**src/rtl/noc_pkg.sv**
```systemverilog
// Shared NoC definitions: flit header layout, register map and transmit FSM states.
// The receive interface uses the same map and header positions.
package noc_pkg;

   localparam int HDR_DEST_MSB = 31;
   localparam int HDR_DEST_LSB = 24;
   localparam int HDR_SRC_MSB  = 23;
   localparam int HDR_SRC_LSB  = 16;
   localparam int HDR_LEN_MSB  = 15;
   localparam int HDR_LEN_LSB  = 8;

   localparam logic [1:0] No_Transfer = 2'b00;

   localparam logic [4:0] ADDR_BYTE_LEN = 5'd8;
   localparam logic [4:0] ADDR_DEST     = 5'd9;
   localparam logic [4:0] ADDR_CONTROL  = 5'd10;
   localparam logic [4:0] ADDR_STATUS   = 5'd16;

   typedef enum logic [1:0] {
      IDLE     = 2'd0,
      WAIT_ACK = 2'd1,
      SEND     = 2'd2
   } tx_state_t;

endpackage

```
**src/rtl/ahb_tx.sv**
```systemverilog
// AHB-Lite slave transmit interface: buffers a payload written by the processor and
// sends it to the network as one header flit followed by back-to-back payload flits.
module ahb_tx
   import noc_pkg::*;
#(
   parameter int MAX_WORDS = 8
) (
   input  logic        HCLK,
   input  logic        HRESET,
   input  logic [31:0] HADDR,
   input  logic [31:0] HWDATA,
   input  logic [2:0]  HSIZE,
   input  logic [1:0]  HTRANS,
   input  logic        HWRITE,
   input  logic        HREADY,
   input  logic        HSEL,
   output logic [31:0] HRDATA,
   output logic        HREADYOUT,
   input  logic [3:0]  My_Addr,
   output logic        M_Req,
   input  logic        M_Ack,
   output logic [31:0] M_Data
);

   localparam int PTR_W = $clog2(MAX_WORDS);

   tx_state_t        state;
   logic             write_en;
   logic             read_en;
   logic [4:0]       word_addr;
   logic [31:0]      tx_data [MAX_WORDS];
   logic [5:0]       byte_len;
   logic [3:0]       dest_addr;
   logic [3:0]       words;
   logic [PTR_W-1:0] ptr;
   logic             err;
   logic             sent;

   logic             busy;
   logic             in_buf;
   logic             send_req;
   logic             len_bad;
   logic [6:0]       len_round;
   logic             last_word;
   logic [31:0]      header;
   logic             unused_bits;

   assign HREADYOUT   = 1'b1;
   assign unused_bits = ^{HSIZE, HADDR[31:7], HADDR[1:0]};

   assign busy      = (state != IDLE);
   assign in_buf    = (word_addr < 5'(MAX_WORDS));
   assign send_req  = write_en && (word_addr == ADDR_CONTROL) && HWDATA[0];
   assign len_bad   = (byte_len == 6'd0) || (byte_len > 6'(4 * MAX_WORDS));
   assign len_round = {1'b0, byte_len} + 7'd3;
   assign last_word = (4'(ptr) == words - 4'd1);

   always_comb begin
      header = '0;
      header[HDR_DEST_MSB:HDR_DEST_LSB] = {4'd0, dest_addr};
      header[HDR_SRC_MSB:HDR_SRC_LSB]   = {4'd0, My_Addr};
      header[HDR_LEN_MSB:HDR_LEN_LSB]   = {2'd0, words, 2'd0};
   end

   always_ff @(posedge HCLK or posedge HRESET) begin
      if (HRESET) begin
         state     <= IDLE;
         write_en  <= 1'b0;
         read_en   <= 1'b0;
         word_addr <= '0;
         tx_data   <= '{default: '0};
         byte_len  <= '0;
         dest_addr <= '0;
         words     <= '0;
         ptr       <= '0;
         err       <= 1'b0;
         sent      <= 1'b0;
      end else begin
         // address phase -> data phase
         if (HREADY && HSEL && (HTRANS != No_Transfer)) begin
            write_en  <= HWRITE;
            read_en   <= !HWRITE;
            word_addr <= HADDR[6:2];
         end else begin
            write_en <= 1'b0;
            read_en  <= 1'b0;
         end

         // payload and packet parameters are frozen while a packet is in flight
         if (write_en && !busy) begin
            if (in_buf)
               tx_data[word_addr[PTR_W-1:0]] <= HWDATA;
            else if (word_addr == ADDR_BYTE_LEN)
               byte_len <= HWDATA[5:0];
            else if (word_addr == ADDR_DEST)
               dest_addr <= HWDATA[3:0];
         end

         case (state)
            IDLE: begin
               if (send_req) begin
                  if (len_bad) begin
                     err <= 1'b1;
                  end else begin
                     err   <= 1'b0;
                     sent  <= 1'b0;
                     words <= len_round[5:2];
                     state <= WAIT_ACK;
                  end
               end
            end
            WAIT_ACK: begin
               if (M_Ack) begin
                  ptr   <= '0;
                  state <= SEND;
               end
            end
            SEND: begin
               if (last_word) begin
                  sent  <= 1'b1;
                  state <= IDLE;
               end else begin
                  ptr <= ptr + 1'b1;
               end
            end
            default: state <= IDLE;
         endcase
      end
   end

   always_comb begin
      M_Req  = 1'b0;
      M_Data = '0;
      case (state)
         WAIT_ACK: begin
            M_Req  = 1'b1;
            M_Data = header;
         end
         SEND:    M_Data = tx_data[ptr];
         default: M_Data = '0;
      endcase
   end

   always_comb begin
      HRDATA = '0;
      if (read_en) begin
         if (in_buf)
            HRDATA = tx_data[word_addr[PTR_W-1:0]];
         else if (word_addr == ADDR_BYTE_LEN)
            HRDATA = {26'd0, byte_len};
         else if (word_addr == ADDR_DEST)
            HRDATA = {28'd0, dest_addr};
         else if (word_addr == ADDR_STATUS)
            HRDATA = {29'd0, err, sent, busy};
      end
   end

endmodule

```
**config.mk**
```make
export PLATFORM = sky130hd
export DESIGN_NAME = ahb_tx
export DESIGN_NICKNAME = d
export VERILOG_FILES = /design/src/rtl/noc_pkg.sv /design/src/rtl/ahb_tx.sv
export SDC_FILE = /design/constraint.sdc
export NUM_CORES = 1
export LEC_CHECK = 0
export BUFFER_PORTS_ARGS = -buffer_cell sky130_fd_sc_hd__buf_4
export CAP_MARGIN = 30
export CORE_MARGIN = 4
export CORE_UTILIZATION = 50
export CTS_BUF_LIST = sky130_fd_sc_hd__clkbuf_4 sky130_fd_sc_hd__clkbuf_8
export DETAILED_ROUTE_END_ITERATION = 16
export GPL_TIMING_DRIVEN = 0
export HOLD_SLACK_MARGIN = 0.15
export PLACE_DENSITY = 0.78
export SLEW_MARGIN = 10
export SYNTH_ARGS = -nofsm -noshare
export SYNTH_HDL_FRONTEND = slang
export SYNTH_SLANG_ARGS = --single-unit
```
**constraint.sdc**
```tcl
create_clock -name HCLK -period 22.4 [get_ports HCLK]
set_input_delay 4.48 -clock HCLK [delete_from_list [all_inputs] [get_ports HCLK]]
set_output_delay 4.48 -clock HCLK [all_outputs]
set_load 0.02 [all_outputs]
```
Word-level counts from Yosys, hierarchy flattened
Cells that the tools add are included.
{"block": "word_totals", "ff_bits": 284}
{"block": "op_classes", "eq_ne": 12, "order_cmp": 5, "mux": 31, "n_reduce_logical": 23, "bitwise": 5, "add_sub_neg": 3}
{"cell": "bitwise mux 256 bit", "n": 1}
{"cell": "two-way mux 32 bit", "n": 7}
{"cell": "binary-select mux 32 bit (select 3 bit)", "n": 2}
{"cell": "demux 32 bit (select 3 bit)", "n": 1}
{"cell": "case mux 32 bit (2 select lines)", "n": 1}
{"cell": "equality test 5 x 4 -> 1 bit (second input constant)", "n": 3}
{"cell": "AND reduction 4 bit", "n": 3}
{"cell": "!= test 2 bit (second input constant)", "n": 5}
{"cell": "two-way mux 3 bit", "n": 3}
{"cell": "AND reduction 3 bit", "n": 3}
{"cell": "greater-or-equal comparator 4 bit (second input constant)", "n": 2}
{"cell": "two-way mux 2 bit", "n": 4}
{"cell": "NOT 3 -> 4 bit", "n": 2}
{"cell": "nonzero test 2 bit", "n": 4}
{"cell": "two-way mux 1 bit", "n": 7}
{"cell": "adder 6 x 2 -> 6 bit (second input constant)", "n": 1}
{"cell": "> comparator 6 bit (second input constant)", "n": 1}
{"cell": "logical AND 1 bit", "n": 6}
{"cell": "zero test 6 bit", "n": 1}
{"cell": "two-way mux 6 bit", "n": 1}
{"cell": "case mux 2 bit (3 select lines)", "n": 1}
{"cell": "case mux 3 bit (2 select lines)", "n": 1}
{"cell": "equality test 5 bit (second input constant)", "n": 1}
{"cell": "less-than comparator 5 x 4 -> 1 bit (second input constant)", "n": 1}
{"cell": "13 further kinds", "n": 17}

Depth between registers and ports, before layout
Gate-level depths: netlist of the first run.
{"block": "logic_depth", "depth_word": 6, "depth_mapped": 9, "mapped_depth_nobuf": 7}

Worst setup path after synthesis of the first run
OpenSTA, ideal clock, no wires.
{"block": "synth_timing", "path_kind": "input to output", "from": "input port My_Addr[0]", "to": "output port M_Data[16]", "arrival_ns": 4.878, "t_required_ns": 17.920, "cell_stages": 2, "path_buffers": 0, "setup_slack_ns": 13.042, "cell_sequence": "a22oi_1 -> nor2b_1"}
{"block": "synth_between", "elab_chain_cells": 1}
{"element": "start, declared", "line_no": "ahb_tx.sv:19", "rtl": "input logic [3:0] My_Addr,"}
{"element": "case mux 32 bit (2 select lines)", "line_no": "ahb_tx.sv:134", "rtl": "case (state)"}
{"element": "end, declared", "line_no": "ahb_tx.sv:22", "rtl": "output logic [31:0] M_Data"}
Every way passes these cells.

Worst setup path in the final report of the first run
{"block": "layout_timing", "from": "input port My_Addr[2]", "to": "output port M_Data[18]"}
Same word-level chain as after synthesis.

==> results of run 1 <==
-- layer usage --
metal  up-vias  GRT usage  share of wire
met5         -          0        0.00026
met4         2      0.127          0.050
met3       175     0.0673           0.10
met2       823      0.451           0.46
met1      6030      0.382           0.38
li1       4873          -              -
-- final timing paths --
check	startpoint	to	slack (ns)	cells after the start
setup / recovery	My_Addr[2]	M_Data[18]	12.91	4
hold / removal	err$_DFFE_PP0P_	err$_DFFE_PP0P_	0.50	1
setup reg to reg	word_addr[0]$_DFFE_PP0P_	word_addr[0]$_DFFE_PP0P_	19.11	6
hold reg to reg	err$_DFFE_PP0P_	err$_DFFE_PP0P_	0.50	1
max in group asynchronous	HRESET	tx_data[139]$_DFFE_PP0P_	17.47	3
min in group asynchronous	HRESET	tx_data[116]$_DFFE_PP0P_	3.95	2
-- area by class of cell --
type                       count  share of cell area
buffer                       103              0.0257
tap                          396              0.0277
clock buffer                  73              0.0500
multi-input combinational    807               0.441
sequential                   284               0.398
inverter                       9             0.00231
timing repair buffer         114              0.0506
clock inverter                 8             0.00427
-- through the flow --
stage	power [W]	std cells	hold slack (ns)	cell area (um2)
floorplan	0.00113	1203	0.465	15500
global placement	0.00132	1709	0.491	16800
detailed placement	0.00134	1713	0.494	16900
CTS	0.00182	1794	0.507	17900
global route	0.00191	1794	0.533	17900
finish	0.00184	1794	0.504	17900
-- sequential cells by signal, summed over array words and instances, names as in the netlist --
| name | count |
|---|---|
| state | 2 |
| sent | 1 |
| word_addr | 5 |
| ptr | 3 |
| read_en | 1 |
| words | 4 |
| write_en | 1 |
| byte_len | 6 |
| tx_data | 256 |
| dest_addr | 4 |
| err | 1 |
-- logic make-up (layout without fill, tap and decap cells) --
| kind of cell | Yosys count | in the layout | synth area share |
|---|---|---|---|
| AND/OR/NAND/NOR | 182 | 182 | 0.0563 |
| XOR/XNOR | 7 | 7 | 0.00396 |
| multiplexers | 440 | 440 | 0.365 |
| adder cells (fa/ha/maj) | 5 | 5 | 0.00404 |
| other | 1 | 1 | 0.000242 |
| buffers and inverters | 112 | 307 | 0.0318 |
| AO/OA/AOI/OAI | 172 | 172 | 0.0792 |
| flip-flops | 284 | 284 | 0.459 |
-- where the power goes --
part | leakage [nW] | switching (W) | internal [W]
registers | 3.61 | 0.0000763 | 0.000608
logic | 3.66 | 0.000355 | 0.000318
clock network | 0.514 | 0.000216 | 0.000264
total | 7.79 | 0.000648 | 0.00119
-- critical path: cells and delay by family --
family                 cells  cell delay [ns]
AO/OA/AOI/OAI              1             0.18
buffers and inverters      2             0.27
AND/OR/NAND/NOR            1             0.08
-- layout by cell type, fill, tap and decap left out, drive strengths merged, types with 16 or more instances in the layout --
| cell type | n |
|---|---|
| o21ai | 16 |
| nor2 | 100 |
| nor2b | 19 |
| clkbuf | 120 |
| nand2 | 23 |
| mux2i | 33 |
| a22oi | 57 |
| a221oi | 23 |
| mux4 | 66 |
| dfrtp | 284 |
| mux2 | 341 |
| a21oi | 33 |
| buf | 170 |
==> run metrics, run 1 <==
Diodes inserted=0; CP max-delay cell=a22oi_1; Rows=64; CTS tree=done; largest net degree at the start of global routing=110; Yosys top cell by area=dfrtp_1; Max Slew Vio Count=0; dominant synthesized flop cell=dfrtp_1; Global Route Usage Sum=0.287; Crit Path Max Fanout=1; Root Driver=clkbuf_8; RSZ-0062 raised after global routing=no; P per Cell Area=103 nW/um2; f_max=0.105 GHz; Post-synth EDFFs=0; worst path cell trace=buf_4 -> a22oi_1 -> nor2b_1 -> buf_4; most numerous cell in the Yosys netlist=mux2_2; #FFs+latches synth=284; clk slew on worst S/H paths=0.06 ns; most used cell, CP=buf_4; Hold Vio Cnt, Final=0; clk_skew=0.0315 ns; Routed Wire Length=49.3 mm; Final HPWL DP=32.9 mm; first-pass GRT wire length=73.9 mm; final setup fails=0; CTS sink cnt=284; routed vias=11900; end-of-flow core utilization=0.584; area of the core=30600 um2; routability cong.=0.906; Final Cycle Share=0.424; final worst slack=12.91 ns; Async S/R FF share, synth=1.00; setup TNS=0 ns; Peak VDD IR=0.0451 mV; post-CTS sizing=0; P&R area growth vs syn=15.3%; post-route antenna net violation count=0; Setup Fix Bufs, Post-CTS=0; vias in the first global route=12200; crit path DAT=5.01 ns; Synth Instances=1203; Die X=184 um; Yosys cell types=56; worst slew pin tran=1.09 ns; multi-input logic area=7880 um2; CTS buffer count=49; initial core utilization=0.506; TritonRoute pass-1 iters=5; syn nets=1287; register area share after synthesis=0.459; mapped cell area=15500 um2; number of remaining DRC errors=0; Req. time, crit path=17.92 ns; top cells by area, synth=dfrtp_1, mux2_2, mux4_2, a22oi_1, nor2_1; height of the chip=184 um; Syn. warnings=0; Layout Nets=1452; Die ar.=33800 um2; FF/Latch Area=7110 um2; maxcap violations=0; commonest cells in the synthesized netlist=mux2_2, dfrtp_1, nor2_1, mux4_2, a22oi_1; Clock Latency Late Sink=0.60 ns; H-tree Lvls=2; mean post-synth cell area=12.9 um2; crit path kind=input port to output port; Max clock buf depth=3; CP max stage delay=0.18 ns; Yosys top cell area share=0.459; Hold/Removal Path Class=flop to flop; P_leak=7.79 nW; initial antenna violation count=1; Critical Path End Type=output port; # hold bufs at CTS=0; outcome=complete, no violations; relative slew slack=0.274; fillers=2467; grt total ovfl=0; layout cells sized above 1=0.456; crit path time final=9.49 ns; DR iter-0 viols=1530; DR WL/cell=27.5 um; io pins=145; type of origin of the critical path=input port; Port Buffers=110; detail-routed via count per cell=6.63; pre-CTS setup slack=12.92 ns
Power figures use the tool's default switching activity.
==> inputs of run 2 (changes only) <==
==> constraint.sdc (replaced) <==
create_clock -name HCLK -period 9.27 [get_ports HCLK]
set_input_delay 1.854 -clock HCLK [delete_from_list [all_inputs] [get_ports HCLK]]
set_output_delay 1.854 -clock HCLK [all_outputs]
set_load 0.02 [all_outputs]
==> run metrics, run 2 (same netlist as run 1, synthesis figures left out) <==
post-route antenna net violation count=0 (unchanged); Routed Wire Length=49.4 mm (+0.14%); maxcap violations=0 (unchanged); clk slew on worst S/H paths=0.06 ns (about the same); DR iter-0 viols=1437 (-6.1%); setup TNS=0 ns (unchanged); Top reg by flops=tx_data; Req. time, crit path=7.42 ns (-10.50 ns); Net Sw Frac=0.349 (-0.00357); Final HPWL DP=33.4 mm (+1.5%); final setup fails=0 (unchanged); P_leak=7.87 nW (+1.0%); initial antenna violation count=2 (+1); most common cell after layout, fill and taps aside=mux2_2; CTS buffer count=49 (unchanged); dpl cells=1718 (+0.29%); DR WL/cell=27.3 um (-0.69%); crit path time final=5.96 ns; power share of the sequential group=0.368 (-0.004); crit path kind=flop to output port; crit path DAT=4.10 ns (-0.91 ns); Critical Path End Type=output port; Max Slew Vio Count=0 (unchanged); Layout Nets=1457 (+0.34%); P&R area growth vs syn=16.4%; CP max-delay cell=clkbuf_1; height of the chip=184 um (unchanged); Hold/Removal Path Class=flop to flop; type of origin of the critical path=flop; r2r setup slk=6.05 ns (-13.06 ns); clk_skew=0.0178 ns (-0.0137 ns); worst path cell trace=buf_2 -> buf_2 -> buf_1 -> buf_1 -> clkbuf_1 -> nand2_1 -> a21oi_1 -> buf_4; part of the power in combinational logic=0.362 (-0.004); max reg flops=256 (unchanged); Max clock buf depth=3 (unchanged); relative slew slack=0.272 (-0.00216); Root Driver=clkbuf_8; Power Total=0.00449 W (+140%); io pins=145 (unchanged); Crit Path Max Fanout=10 (+9); fillers=2414 (-2.1%); most frequent cells in the layout=mux2_2, dfrtp_1, buf_4; top flop regs=tx_data x256, byte_len x6, word_addr x5; largest net degree at the start of global routing=40 (-64%); routed vias=12000 (+0.47%); P per Cell Area=249 nW/um2 (+140%); routability cong.=0.937 (+3.4%); Die ar.=33800 um2 (unchanged); RSZ-0062 raised after global routing=no; area of the core=30600 um2 (unchanged); detail-routed via count per cell=6.61 (-0.36%); Final Non-Filler Cells=1809 (+0.84%); initial core utilization=0.506 (unchanged); # hold bufs at CTS=0 (unchanged); end-of-flow core utilization=0.589 (+0.00544); Final Cycle Share=0.642; Clk pwr share=0.270 (+0.009); outcome=complete, no violations; Die X=184 um (unchanged); first-pass GRT wire length=74.4 mm (+0.63%); Port Buffers=110 (unchanged); layout cells sized above 1=0.461 (+0.00502); number of remaining DRC errors=0 (unchanged); worst slew pin tran=1.09 ns (+0.00325 ns); Hold Vio Cnt, Final=0 (unchanged); grt total ovfl=0 (unchanged); Rows=64 (unchanged); CTS sink cnt=284 (unchanged); Clock Latency Late Sink=0.59 ns (about the same); H-tree Lvls=2 (unchanged); Int Pwr=0.00293 W (+150%); CP max stage delay=0.82 ns (+0.64 ns); post-CTS sizing=0 (unchanged); switching power=0.00157 W (+140%); Setup Fix Bufs, Post-CTS=0 (unchanged); family with the most delay on the worst path=buffers and inverters; CP bufs+invs=6 (+4); vias in the first global route=12300 (+1.3%); CTS tree=done; Global Route Usage Sum=0.290 (+0.00307); TritonRoute pass-1 iters=5 (unchanged); f_max=0.168 GHz; Peak VDD IR=0.108 mV (+140%)
## run 2: cell types whose count changed in the layout (fill, tap and decap cells not counted), moves of 2 or more
cell,previous run,this run
clkbuf_8,55,58
clkbuf_4,18,22
buf_12,0,7
diode_2,0,2
buf_16,2,0
## run 2: power groups by stage
| stage | clock network [W] | logic, W | registers [W] |
|---|---|---|---|
| after floorplan | 0 | 0.00113 | 0.00160 |
| after global placement | 0 | 0.00154 | 0.00165 |
| after detailed placement | 0 | 0.00159 | 0.00166 |
| after CTS | 0.00122 | 0.00160 | 0.00164 |
| after global routing | 0.00128 | 0.00171 | 0.00168 |
| final | 0.00121 | 0.00163 | 0.00165 |
## run 2: metal layers
layer,track usage,part of all wire,vias up
met5,0,0,-
met4,0.155,0.060,0
met3,0.0655,0.11,199
met2,0.454,0.46,850
met1,0.377,0.37,6017
li1,-,-,4893
## run 2: worst paths after layout
check,from,to,depth (start not counted)
max reg2reg,word_addr[0]$_DFFE_PP0P_,word_addr[0]$_DFFE_PP0P_,6
min in group asynchronous,HRESET,tx_data[93]$_DFFE_PP0P_,2
min,err$_DFFE_PP0P_,err$_DFFE_PP0P_,1
max in group asynchronous,HRESET,tx_data[139]$_DFFE_PP0P_,5
max,word_addr[0]$_DFFE_PP0P_,HRDATA[15],8
min reg2reg,err$_DFFE_PP0P_,err$_DFFE_PP0P_,1
## run 2: stage by stage
stage          setup slack [ns]  instance area (um2)  hold WS, ns
3_3_place_gp               2.07                16800        0.488
5_1_grt                    3.29                18000        0.529
4_1_cts                    3.53                18000        0.510
3_5_place_dp               4.17                17000        0.497
2_1_floorplan              3.65                15500        0.465
6_report                   3.31                18000        0.507
## run 2: area by class of cell
| cell class | count | area, um2 | area share |
|---|---|---|---|
| Tap cell | 396 | 495 | 0.0275 |
| Multi-Input combinational cell | 807 | 7880 | 0.437 |
| Clock buffer | 80 | 963 | 0.0535 |
| Inverter | 9 | 37.5 | 0.00208 |
| Buffer | 103 | 459 | 0.0255 |
| Sequential cell | 284 | 7110 | 0.394 |
| Timing Repair Buffer | 119 | 992 | 0.0551 |
| Clock inverter | 9 | 81.3 | 0.00451 |
| Antenna cell | 2 | 5.00 | 0.000278 |
==> inputs of run 3 (changes only) <==
--- a/config.mk
+++ b/config.mk
@@ -5,6 +5,7 @@
 export SDC_FILE = /design/constraint.sdc
 export NUM_CORES = 1
 export LEC_CHECK = 0
+export ABC_AREA = 1
 export BUFFER_PORTS_ARGS = -buffer_cell sky130_fd_sc_hd__buf_4
 export CAP_MARGIN = 30
 export CORE_MARGIN = 4
@@ -13,7 +14,7 @@
 export DETAILED_ROUTE_END_ITERATION = 16
 export GPL_TIMING_DRIVEN = 0
 export HOLD_SLACK_MARGIN = 0.15
-export PLACE_DENSITY = 0.78
+export PLACE_DENSITY = 0.81
 export SLEW_MARGIN = 10
 export SYNTH_ARGS = -nofsm -noshare
 export SYNTH_HDL_FRONTEND = slang
==> constraint.sdc (replaced) <==
create_clock -name HCLK -period 5.1 [get_ports HCLK]
set_input_delay 1.02 -clock HCLK [delete_from_list [all_inputs] [get_ports HCLK]]
set_output_delay 1.02 -clock HCLK [all_outputs]
set_load 0.02 [all_outputs]
==> run metrics, run 3 <==
end-of-flow core utilization=0.599 (+0.00982); relative slew slack=0.234 (-0.0380); Yosys cell types=39 (-30%); routed vias=16800 (+40%); P per Cell Area=421 nW/um2 (+69%); layout cells sized above 1=0.151 (-0.309); RSZ-0062 raised after global routing=no; DR iter-0 viols=2912 (+100%); worst slew pin tran=1.15 ns (+0.0570 ns); max reg flops=256 (unchanged); Max Slew Vio Count=0 (unchanged); crit path kind=flop to output port; Setup Fix Bufs, Post-CTS=0 (unchanged); Crit Path Max Fanout=10 (unchanged); final setup fails=0 (unchanged); io pins=145 (unchanged); P_leak=9.11 nW (+16%); worst path cell trace=inv_1 -> ha_1 -> clkbuf_1 -> clkbuf_1 -> nand3_1 -> a21oi_1 -> buf_4; post-CTS sizing=0 (unchanged); fillers=2702 (+12%); switching power=0.00303 W (+93%); outcome=complete, no violations; most used cell, CP=clkbuf_1; Yosys top cell by area=dfrtp_1; DR WL/cell=25.5 um (-6.6%); largest net degree at the start of global routing=41 (+2.5%); Syn. warnings=0 (unchanged); Critical Path End Type=output port; height of the chip=183 um (-0.64%); power share of the sequential group=0.362 (-0.006); # hold bufs at CTS=0 (unchanged); multi-input logic area=6840 um2 (-13%); vias in the first global route=16000 (+29%); type of origin of the critical path=flop; most common cell after layout, fill and taps aside=nand2_1; Max clock buf depth=3 (unchanged); first-pass GRT wire length=98.3 mm (+32%); Async S/R FF share, synth=1.00 (unchanged); P&R area growth vs syn=17.1%; Synth Instances=2026 (+68%); CTS tree=done; Req. time, crit path=4.08 ns (-3.34 ns); Post-synth EDFFs=0 (unchanged); crit path time final=4.59 ns; Yosys top cell area share=0.465 (+0.00617); hold_ws=0.425 ns (-0.0823 ns); part of the power in combinational logic=0.334 (-0.028); Int Pwr=0.00451 W (+54%); TritonRoute pass-1 iters=6 (+1); number of remaining DRC errors=0 (unchanged); Final HPWL DP=44.6 mm (+34%); initial core utilization=0.511 (+0.00523); f_max=0.218 GHz; area of the core=29900 um2 (-2.3%); top cells by area, synth=dfrtp_1, nand2_1, o21ai_0, o21ai_1, a21oi_1; CP max stage delay=0.86 ns (+0.04 ns); Clock Latency Late Sink=0.60 ns (about the same); routability cong.=1.01 (+7.4%); Net Sw Frac=0.402 (+0.0529); #FFs+latches synth=284 (unchanged); Power Total=0.00754 W (+68%); CTS buffer count=50 (+2.0%); crit path DAT=3.57 ns (-0.53 ns); commonest cells in the synthesized netlist=nand2_1, dfrtp_1, o21ai_0, o21ai_1, nor2_1; grt total ovfl=0 (unchanged); mean post-synth cell area=7.54 um2 (-41%); Top reg by flops=tx_data; H-tree Lvls=2 (unchanged); post-route antenna net violation count=0 (unchanged); Peak VDD IR=0.228 mV (+110%); Port Buffers=113 (+2.7%); Hold/Removal Path Class=input port to asynchronous set/reset pin; top flop regs=tx_data x256, byte_len x6, word_addr x5; detail-routed via count per cell=6.37 (-3.6%); FF/Latch Area=7110 um2 (unchanged); CP bufs+invs=4 (-2); CTS sink cnt=284 (unchanged); mapped cell area=15300 um2 (-1.3%); Die ar.=33400 um2 (-1.3%); Layout Nets=2285 (+57%); clk_skew=0.0193 ns (+0.00154 ns); Final Cycle Share=0.899; Hold Vio Cnt, Final=0 (unchanged); Global Route Usage Sum=0.390 (+0.101); dominant synthesized flop cell=dfrtp_1; Clk pwr share=0.304 (+0.034); Rows=63 (-1.6%); most numerous cell in the Yosys netlist=nand2_1; most frequent cells in the layout=nand2_1, dfrtp_1, o21ai_0; syn nets=2110 (+64%); CP max-delay cell=clkbuf_1; family with the most delay on the worst path=buffers and inverters; Die X=183 um (-0.64%); Routed Wire Length=67.1 mm (+36%); Root Driver=clkbuf_8; clk slew on worst S/H paths=0.06 ns (about the same); register area share after synthesis=0.465 (+0.00617); initial antenna violation count=2 (unchanged); maxcap violations=0 (unchanged)
==> run 3: cell types whose count changed in the layout (fill, tap and decap cells not counted), moves of 61 or more <==
cell	before	now
mux4_2	66	0
o21ai_0	16	254
inv_1	8	149
nand2_1	23	434
a21oi_1	33	141
mux2_2	337	0
nand3_1	7	68
buf_2	19	82
o21ai_1	0	250
==> run 3: worst paths after layout <==
path                                           from                       end  slack (ns)  cells past startpoint
min in group HCLK          tx_data[198]$_DFFE_PP0P_  tx_data[198]$_DFFE_PP0P_        0.49                      2
max reg2reg                    state[1]$_DFFE_PP0P_  tx_data[207]$_DFFE_PP0P_        2.62                      8
min                                          HRESET  tx_data[188]$_DFFE_PP0P_        0.42                      2
max in group asynchronous                    HRESET      words[2]$_DFFE_PP0P_        3.42                      6
min reg2reg                tx_data[198]$_DFFE_PP0P_  tx_data[198]$_DFFE_PP0P_        0.49                      2
max                            state[0]$_DFFE_PP0P_                M_Data[27]        0.51                      7
==> run 3: area by class of cell <==
type,count,share of cell area
diodes,4,0.000559
plain buffers,144,0.0403
clock buffers,87,0.0599
clock inverters,2,0.000559
inverters,161,0.0340
multi-input cells,1437,0.382
flip-flops and latches,284,0.397
well taps,390,0.0273
repair buffers,123,0.0578
==> run 3: kinds of logic (layout without fill, tap and decap cells) <==
logic type               after synthesis  after routing  synth area share
AND/OR/NAND/NOR                      697            697             0.190
XOR/XNOR                               4              4           0.00229
other                                  1              5          0.000245
flip-flops                           284            284             0.465
buffers and inverters                305            517            0.0867
AO/OA/AOI/OAI                        730            730             0.251
adder cells (fa/ha/maj)                5              5           0.00410
==> run 3: metal layers <==
| metal | GRT usage | up-vias | part of all wire | wire length, um |
|---|---|---|---|---|
| met1 | 0.511 | 7734 | 0.36 | 24300 |
| met2 | 0.554 | 1521 | 0.41 | 27300 |
| met5 | 0 | - | 0 | 0 |
| met3 | 0.140 | 375 | 0.15 | 10300 |
| met4 | 0.242 | 0 | 0.076 | 5120 |
| li1 | - | 7142 | - | - |
==> run 3: per-stage QoR <==
step                instance area, um2  worst slack, ns  setup TNS, ns  std cells
floorplan                        15300            0.317              0       2026
global placement                 16600            -1.39        -385.83       2529
global route                     17900            0.548              0       2628
detailed placement               16800             1.40              0       2539
finish                           17900            0.514              0       2632
CTS                              17900            0.753              0       2628
==> run 3: power groups by stage <==
stage | registers, W | clock network, W | logic [W]
after global routing | 0.00276 | 0.00239 | 0.00264
after detailed placement | 0.00275 | 0 | 0.00237
final | 0.00273 | 0.00229 | 0.00252
after global placement | 0.00274 | 0 | 0.00231
after CTS | 0.00272 | 0.00228 | 0.00238
after floorplan | 0.00270 | 0 | 0.00141
